==> src/rtl/fetch_pkg.sv <==
// Shared types for the fetch prefetch queue: FSM states, PC increment and queue entry layout.
package fetch_pkg;

    typedef enum logic {
        S_RUN,
        S_DRAIN
    } state_t;

    localparam logic [31:0] PC_STEP = 32'd4;

    typedef struct packed {
        logic [31:0] pc;
        logic [31:0] inst;
    } fetch_entry_t;

    localparam int ENTRY_W = $bits(fetch_entry_t);

endpackage

==> src/rtl/pfq_fifo.sv <==
// Circular buffer of {pc, inst} entries with power-of-2 wrapping pointers and a flush.
module pfq_fifo
    import fetch_pkg::*;
#(
    parameter int DEPTH = 4
) (
    input  logic                       clk,
    input  logic                       reset,
    input  logic                       push,
    input  logic [ENTRY_W-1:0]         push_data,
    input  logic                       pop,
    input  logic                       flush,
    output logic [$clog2(DEPTH):0]     count,
    output logic [ENTRY_W-1:0]         head
);
    localparam int AW = $clog2(DEPTH);
    localparam int CW = AW + 1;

    fetch_entry_t  mem [DEPTH];
    logic [AW-1:0] wr_ptr;
    logic [AW-1:0] rd_ptr;
    logic [CW-1:0] count_q;
    logic          do_pop;

    assign do_pop = pop && (count_q != '0);
    assign count  = count_q;
    assign head   = mem[rd_ptr];

    // Storage is cleared on reset so the head reads as zero straight out of reset.
    always_ff @(posedge clk or negedge reset) begin
        if (!reset) begin
            wr_ptr  <= '0;
            rd_ptr  <= '0;
            count_q <= '0;
            for (int i = 0; i < DEPTH; i++) begin
                mem[i] <= '0;
            end
        end else if (flush) begin
            wr_ptr  <= '0;
            rd_ptr  <= '0;
            count_q <= '0;
        end else begin
            if (push) begin
                mem[wr_ptr] <= fetch_entry_t'(push_data);
                wr_ptr      <= wr_ptr + AW'(1);
            end
            if (do_pop) begin
                rd_ptr <= rd_ptr + AW'(1);
            end
            case ({push, do_pop})
                2'b10:   count_q <= count_q + CW'(1);
                2'b01:   count_q <= count_q - CW'(1);
                default: count_q <= count_q;
            endcase
        end
    end

    overflow_chk: assert property (@(posedge clk) disable iff (!reset)
        !(push && !flush && !do_pop && (count_q == CW'(DEPTH))));

endmodule

==> src/rtl/fetch_prefetch_queue.sv <==
// Sequential instruction prefetcher with credit-limited requests, redirect flush and drain.
// Optional combinational response bypass when built with PFQ_BYPASS_EN defined.
module fetch_prefetch_queue
    import fetch_pkg::*;
#(
    parameter int          DEPTH    = 4,
    parameter logic [31:0] RESET_PC = 32'h0000_0000
) (
    input  logic        clk,
    input  logic        reset,
    output logic        mem_req_valid,
    output logic [31:0] mem_req_addr,
    input  logic        mem_req_ready,
    input  logic        mem_rsp_valid,
    input  logic [31:0] mem_rsp_data,
    input  logic        redirect,
    input  logic [31:0] redirect_pc,
    output logic        inst_valid,
    output logic [31:0] inst_pc,
    output logic [31:0] inst,
    input  logic        inst_ready
);
    localparam int          CW           = $clog2(DEPTH) + 1;
    localparam logic [CW:0] CREDIT_LIMIT = (CW + 1)'(DEPTH);

    state_t             state;
    state_t             state_nxt;
    logic [31:0]        fetch_pc;
    logic [31:0]        resp_pc;
    logic [31:0]        target_pc;
    logic [CW-1:0]      count;
    logic [CW-1:0]      outstanding;
    logic [CW-1:0]      outstanding_nxt;
    logic [CW-1:0]      drop;
    logic [CW-1:0]      drop_nxt;
    logic               req_fire;
    logic               rsp_run;
    logic               push;
    logic               pop;
    logic               bypass_take;
    logic [ENTRY_W-1:0] head_raw;
    fetch_entry_t       head;
    fetch_entry_t       push_entry;

    assign target_pc     = redirect_pc & ~32'h3;
    assign mem_req_addr  = fetch_pc;
    // Queued words plus in-flight requests may never exceed the queue size.
    assign mem_req_valid = reset && !redirect && (state == S_RUN) &&
                           (({1'b0, count} + {1'b0, outstanding}) < CREDIT_LIMIT);
    assign req_fire      = mem_req_valid && mem_req_ready;
    assign rsp_run       = mem_rsp_valid && (state == S_RUN) && !redirect;
    assign head          = fetch_entry_t'(head_raw);
    assign push_entry    = '{pc: resp_pc, inst: mem_rsp_data};

`ifdef PFQ_BYPASS_EN
    logic bypass;
    assign bypass      = (count == '0) && (state == S_RUN) && mem_rsp_valid;
    assign inst_valid  = (count != '0) || bypass;
    assign inst        = bypass ? mem_rsp_data : head.inst;
    assign inst_pc     = bypass ? resp_pc : head.pc;
    assign bypass_take = bypass && inst_ready;
`else
    assign inst_valid  = (count != '0);
    assign inst        = head.inst;
    assign inst_pc     = head.pc;
    assign bypass_take = 1'b0;
`endif

    assign push            = rsp_run && !bypass_take;
    assign pop             = (count != '0) && inst_ready;
    assign outstanding_nxt = outstanding + CW'(req_fire) - CW'(mem_rsp_valid);

    pfq_fifo #(
        .DEPTH (DEPTH)
    ) u_fifo (
        .clk       (clk),
        .reset     (reset),
        .push      (push),
        .push_data (push_entry),
        .pop       (pop),
        .flush     (redirect),
        .count     (count),
        .head      (head_raw)
    );

    // A redirect leaves every still-unanswered request to be drained and thrown away.
    always_comb begin
        state_nxt = state;
        drop_nxt  = drop;
        if (redirect) begin
            drop_nxt  = outstanding_nxt;
            state_nxt = (outstanding_nxt != '0) ? S_DRAIN : S_RUN;
        end else if ((state == S_DRAIN) && mem_rsp_valid) begin
            drop_nxt = drop - CW'(1);
            if (drop == CW'(1)) begin
                state_nxt = S_RUN;
            end
        end
    end

    always_ff @(posedge clk or negedge reset) begin
        if (!reset) begin
            state       <= S_RUN;
            fetch_pc    <= RESET_PC;
            resp_pc     <= RESET_PC;
            outstanding <= '0;
            drop        <= '0;
        end else begin
            state       <= state_nxt;
            drop        <= drop_nxt;
            outstanding <= outstanding_nxt;
            if (redirect) begin
                fetch_pc <= target_pc;
                resp_pc  <= target_pc;
            end else begin
                if (req_fire) begin
                    fetch_pc <= fetch_pc + PC_STEP;
                end
                if (rsp_run) begin
                    resp_pc <= resp_pc + PC_STEP;
                end
            end
        end
    end

endmodule

==> config.mk <==
export PLATFORM = sky130hd
export DESIGN_NAME = fetch_prefetch_queue
export DESIGN_NICKNAME = d
export VERILOG_FILES = /design/src/rtl/fetch_pkg.sv /design/src/rtl/pfq_fifo.sv /design/src/rtl/fetch_prefetch_queue.sv
export SDC_FILE = /design/constraint.sdc
export NUM_CORES = 1
export LEC_CHECK = 0
export CAP_MARGIN = 10
export CORE_MARGIN = 10
export CORE_UTILIZATION = 30
export CTS_BUF_LIST = sky130_fd_sc_hd__clkbuf_8 sky130_fd_sc_hd__clkbuf_16
export CTS_CLUSTER_DIAMETER = 60
export DETAILED_ROUTE_END_ITERATION = 16
export GPL_ROUTABILITY_DRIVEN = 0
export PLACE_DENSITY = 0.56
export SLEW_MARGIN = 20
export SYNTH_ARGS = -nofsm -noshare
export SYNTH_HDL_FRONTEND = slang
export SYNTH_HIERARCHICAL = 1
export SYNTH_SLANG_ARGS = --single-unit
==> constraint.sdc <==
create_clock -name clk -period 2.9 [get_ports clk]
set_input_delay 0.725 -clock clk [delete_from_list [all_inputs] [get_ports clk]]
set_output_delay 0.725 -clock clk [all_outputs]
set_load 0.005 [all_outputs]
# Word-level counts from Yosys, hierarchy flattened
# Index checks and enable logic that the tools add are counted.
# W data, S select, Z words.
# word_totals
word_cells,80
out_inout_bits,98
in_bits,70
regBits,334
# classes
bitwise_logic,4
reduce_logical,21
add_sub_neg,10
mux,22
magnitude_cmp,4
eq_ne,3
# ops
operator,count
$bwmux W256,1
$mux W64,3
$bmux W64 S2,1
$demux W64 S2,1
$mux W32,4
$add A32 B3 Y32 const B,2
$logic_and A1 B1 Y1,10
$reduce_bool A2 Y1,5
$mux W3,3
$reduce_bool A3 Y1,3
$mux W2,4
$ge A3 B3 Y1 const B,2
$not A2 Y3,2
$pmux W3 S2,1
$sub A3 B1 Y3 const B,2
$add A2 B1 Y2 const B,2
$add A3 B3 Y4,1
$lt A4 B3 Y1 const B,1
$mux W1,4
$reduce_and A2 Y1,2
$add A3 B1 Y3,1
$add A3 B1 Y3 const B,1
$eq A3 B1 Y1 const B,1
$lt A3 B1 Y1 const B,1
other kinds (5),6

# Depth between registers and ports, before layout
# depth
depth_word,10
mapped_depth,12
depth_no_buf,12

# Hierarchy
# The synthesis kept the hierarchy.
# by_module_without_submodules
mod,cells_each,area_per_inst_um2,seq_area_each_um2,instances
pfq_fifo,666,12762.2,6581.3,1
fetch_prefetch_queue,380,3945.0,1676.6,1

# Worst setup path before layout
# No wires, ideal clock.
# synth_timing
path_type,input to register
startpoint,input port redirect
endpoint,register state
path_stages,11
n_path_buf,0
required_ns,2.765
arrival_ns,2.922
setup_time_ns,0.135
slack_ns,-0.157
path_cell_list,nor4_4 -> and3_2 -> nand2_1 -> ha_1 -> inv_1 -> ha_1 -> fa_1 -> xnor2_1 -> xnor2_1 -> o31ai_1 -> o21ai_0
# synth_between
elab_chain_len,10
word_cells_on_any_way,13
cone_classes,add/sub (2); mux (2); reduce/logical (9)
# synth_lines
element,line,text
"start, declared",fetch_prefetch_queue.sv:16,"input logic redirect,"
$logic_not A1 Y1,fetch_prefetch_queue.sv:48,assign mem_req_valid = reset && !redirect && (state == S_RUN) &&
$logic_and A1 B1 Y1 (3 in a row),fetch_prefetch_queue.sv:48,
via mem_req_valid,fetch_prefetch_queue.sv:11,"output logic mem_req_valid,"
$logic_and A1 B1 Y1,fetch_prefetch_queue.sv:50,assign req_fire = mem_req_valid && mem_req_ready;
$add A3 B1 Y3,fetch_prefetch_queue.sv:71,assign outstanding_nxt = outstanding + CW'(req_fire) - CW'(mem_rsp_valid);
$sub A3 B1 Y3,fetch_prefetch_queue.sv:71,
via outstanding_nxt[2],fetch_prefetch_queue.sv:33,logic [CW-1:0] outstanding_nxt;
$reduce_bool A3 Y1,fetch_prefetch_queue.sv:92,state_nxt = (outstanding_nxt != '0) ? S_DRAIN : S_RUN;
$mux W1,fetch_prefetch_queue.sv:92,
$mux W1,fetch_prefetch_queue.sv:90,if (redirect) begin
"end signal, assigned",fetch_prefetch_queue.sv:109,state <= state_nxt;
"end, declared",fetch_prefetch_queue.sv:26,state_t state;
# The timed path passes the listed nets, and every way through them passes these cells.
# A chain may end at the register's enable or synchronous reset.

# Worst setup path after layout
# layout_timing
startpoint,register u_fifo.rd_ptr[0]
endpoint,output port inst[3]
# layout_between
elab_chain_len,4
# layout_lines
element,line,text
"start, declared",pfq_fifo.sv:21,logic [AW-1:0] rd_ptr;
"start signal, assigned",pfq_fifo.sv:48,rd_ptr <= rd_ptr + AW'(1);
$not A2 Y3 (implied by the code),pfq_fifo.sv:27,assign head = mem[rd_ptr];
$bmux W64 S2,pfq_fifo.sv:27,
$mux W64 (implied by the code) (2 in a row),pfq_fifo.sv:27,
"end, declared",fetch_prefetch_queue.sv:20,"output logic [31:0] inst,"
# No other way between the ends. The select of a mux whose other input is x is not followed.

==> metrics <==
outcome finished with violations; failing checks setup timing; sequential share of the synthesized area 49.4%; GRT Total Usage 13.2%; Final Critical Period 3000 ps; initial antenna violation count 2; pre-CTS setup slack -493 ps; crit-path most repeated cell buf_12; CP startpoint u_fifo/rd_ptr[0]; CTS tree done; vias in the first global route 10683; root buffer cell clkbuf_16; # clock sinks 330; Starting DRT DRC Count 551; endpoints failing hold 0; crit-path max FO 5; Layout area overhead 26.7%; Synth Flop Type dfrtp_1; Post-synth EDFFs 0; commonest cells after routing, fill and taps aside dfrtp_1 (326), mux2_4 (240), clkdlybuf4s50_1 (97); fraction of registers with async set or reset after synthesis 100%; power density over the cells 710 nW/um^2; drt wl/cell 20.8 um; Max Clock Skew 16.2 ps; Avg Cell Area, Syn 16.0 um^2; commonest non-fill, non-tap cell in the layout dfrtp_1; max incr delay on CP 500 ps; Worst Setup Start Kind flip-flop; CP Capture Point inst[3]; I/O Buffers 163; layout cell share with drive strength beyond 1 45.0%; CTS buffer count 41; share of the synthesized area in the top cell type 49.4%; Die Y 256 um; dominant cell type by area after synthesis dfrtp_1; global route overflow 0; Vias 9736; Routed Antenna Nets 0; Non-Filler Instances 2090; Hold Path Class primary input to async pin; fin. max-slew vios 0; die footprint 65500 um^2; cell family with most CP delay buffers and inverters; DRT Pass-1 Iters 4; R2R Setup Slk 50 ps; Worst-path clk slew 60 ps; I/O pin total 168; Fin Hold WS 355 ps; critical path capture point type output port; FF-to-FF Start u_fifo/count[2]; final worst slack -95.5 ps; Setup violations, final 28; R2R depth 12; CP arrival 2270 ps; Max Cap Violations 0; required time of the critical path 2170 ps; row count 86; later-pin clock latency in the skew report 560 ps; count of cell types in the netlist 61; Setup CP Type flip-flop to output port; Worst Path Buf+Inv 6; starting density of the core 30.3%; HPWL Detailed 28600 um; DRC violation count after routing 0; actual slew at the worst max-slew pin 917 ps; Synth area leaders dfrtp_1 (49%), mux2_4 (22%), mux4_2 (8.6%); peak supply drop 0.000373 V; final period utilization 103%; CP Cell Sequence buf_12 > buf_12 > buf_16 > buf_12 > buf_6 > mux4_2 > buf_6; RSZ-0062 raised after global routing true; mapped cell area 16700 um^2; Cells after Synth 1046; Slew HR 38.8%; Synth Warn # 6; fmax 334 MHz; Critical Path Slowest Stage Cell dfrtp_4; first-pass GRT wire length 68100 um; Via density 4.66; dpl cells 1986; htree depth 2; RR Endpoint state; P_leak 10.0 nW; NumNets Final 1394; core area 55100 um^2; Post-Route WL 43400 um; Die W 256 um; number of synthesized register bits 330; Clock Tree Buf Depth 3; pin count of the biggest net entering global routing 163; Crit path depth 7
[cell type report]
type                    instances  area [um^2]
diodes                          1         2.50
clock buffers                  49         1160
well taps                     748          936
clock inverters                25          156
repair buffers                270         2800
inverters                      12         45.0
multi-input cells             655         7810
flip-flops and latches        330         8270
fillers                      5177        33900
[how the worst min path moves through the flow]
stage | start | to
after floorplan | reset | drop[0]
after global placement | u_fifo/mem[31] | u_fifo/mem[31]
after detailed placement | u_fifo/mem[99] | u_fifo/mem[99]
after CTS | reset | resp_pc[4]
after global routing | reset | u_fifo/rd_ptr[1]
final | reset | u_fifo/rd_ptr[1]
[cells in the mapped netlist, drive strengths merged (3+ instances only)]
| library cell | count |
|---|---|
| mux2 | 285 |
| o31ai | 3 |
| nand3 | 26 |
| buf | 48 |
| dfrtp | 330 |
| clkbuf | 10 |
| a21o | 3 |
| and3 | 10 |
| mux4 | 64 |
| a31oi | 5 |
| and4 | 7 |
| inv | 12 |
| nor4 | 13 |
| nand4 | 19 |
| nand2b | 7 |
| o211ai | 3 |
| a21oi | 4 |
| ha | 12 |
| nand2 | 39 |
| xnor2 | 28 |
| a21boi | 13 |
| o21ai | 14 |
| xor2 | 32 |
| nor3 | 10 |
| nor2 | 20 |
| and2 | 5 |
[state kept, by name, indices dropped and copies added (netlist names)]
register and cells:
u_fifo/mem 256, state 1, u_fifo/wr_ptr 2, u_fifo/count 3
outstanding 3, drop 3, mem_req_addr 30, u_fifo/rd_ptr 2
resp_pc 30
[power by group]
part | switching [mW] | internal [mW] | total (mW)
clock network | 2.02 | 2.92 | 4.95
registers | 0.671 | 5.54 | 6.21
logic | 1.36 | 2.52 | 3.88
[cells by family after synthesis]
kind of cell | share of synthesized area, %
xor gates and xnor gates | 3.15
AOI/OAI and AO/OA | 2.20
adders and majority gates | 1.14
and+or+nand+nor | 6.26
muxes | 33.3
DFF | 49.4
other | 0.0224
buffers and inverters | 4.46
[metrics by stage]
step | power (mW) | setup TNS, ps | util, % | cell area, um^2
floorplan | 8.40 | -26.0 | - | 16800
global placement | 10.3 | -4220 | 35.5 | 19600
detailed placement | 10.4 | -4960 | 35.5 | 19600
CTS | 15.1 | -1910 | 38.1 | 21000
global route | 15.9 | -3090 | 38.4 | 21200
finish | 15.0 | -950 | 38.4 | 21200
[per-layer routing]
layer / GRT usage, % / vias up / wire (um)
met5: 0 / - / 13
met4: 3.12 / 2 / 585
met3: 3.26 / 52 / 2150
met2: 20.5 / 213 / 20200
met1: 18.0 / 5105 / 20400
li1: - / 4364 / -
[what timing repair did]
| action | in CTS | in global routing |
|---|---|---|
| resized for setup | 208 | 37 |
| pin swaps | 0 | 8 |
| hold buffers | 0 | 0 |
| setup buffers | 17 | 10 |
| endpoints found under the setup margin | 65 | 45 |
| cloned | 3 | 1 |
(Power assumes the default switching activity.)
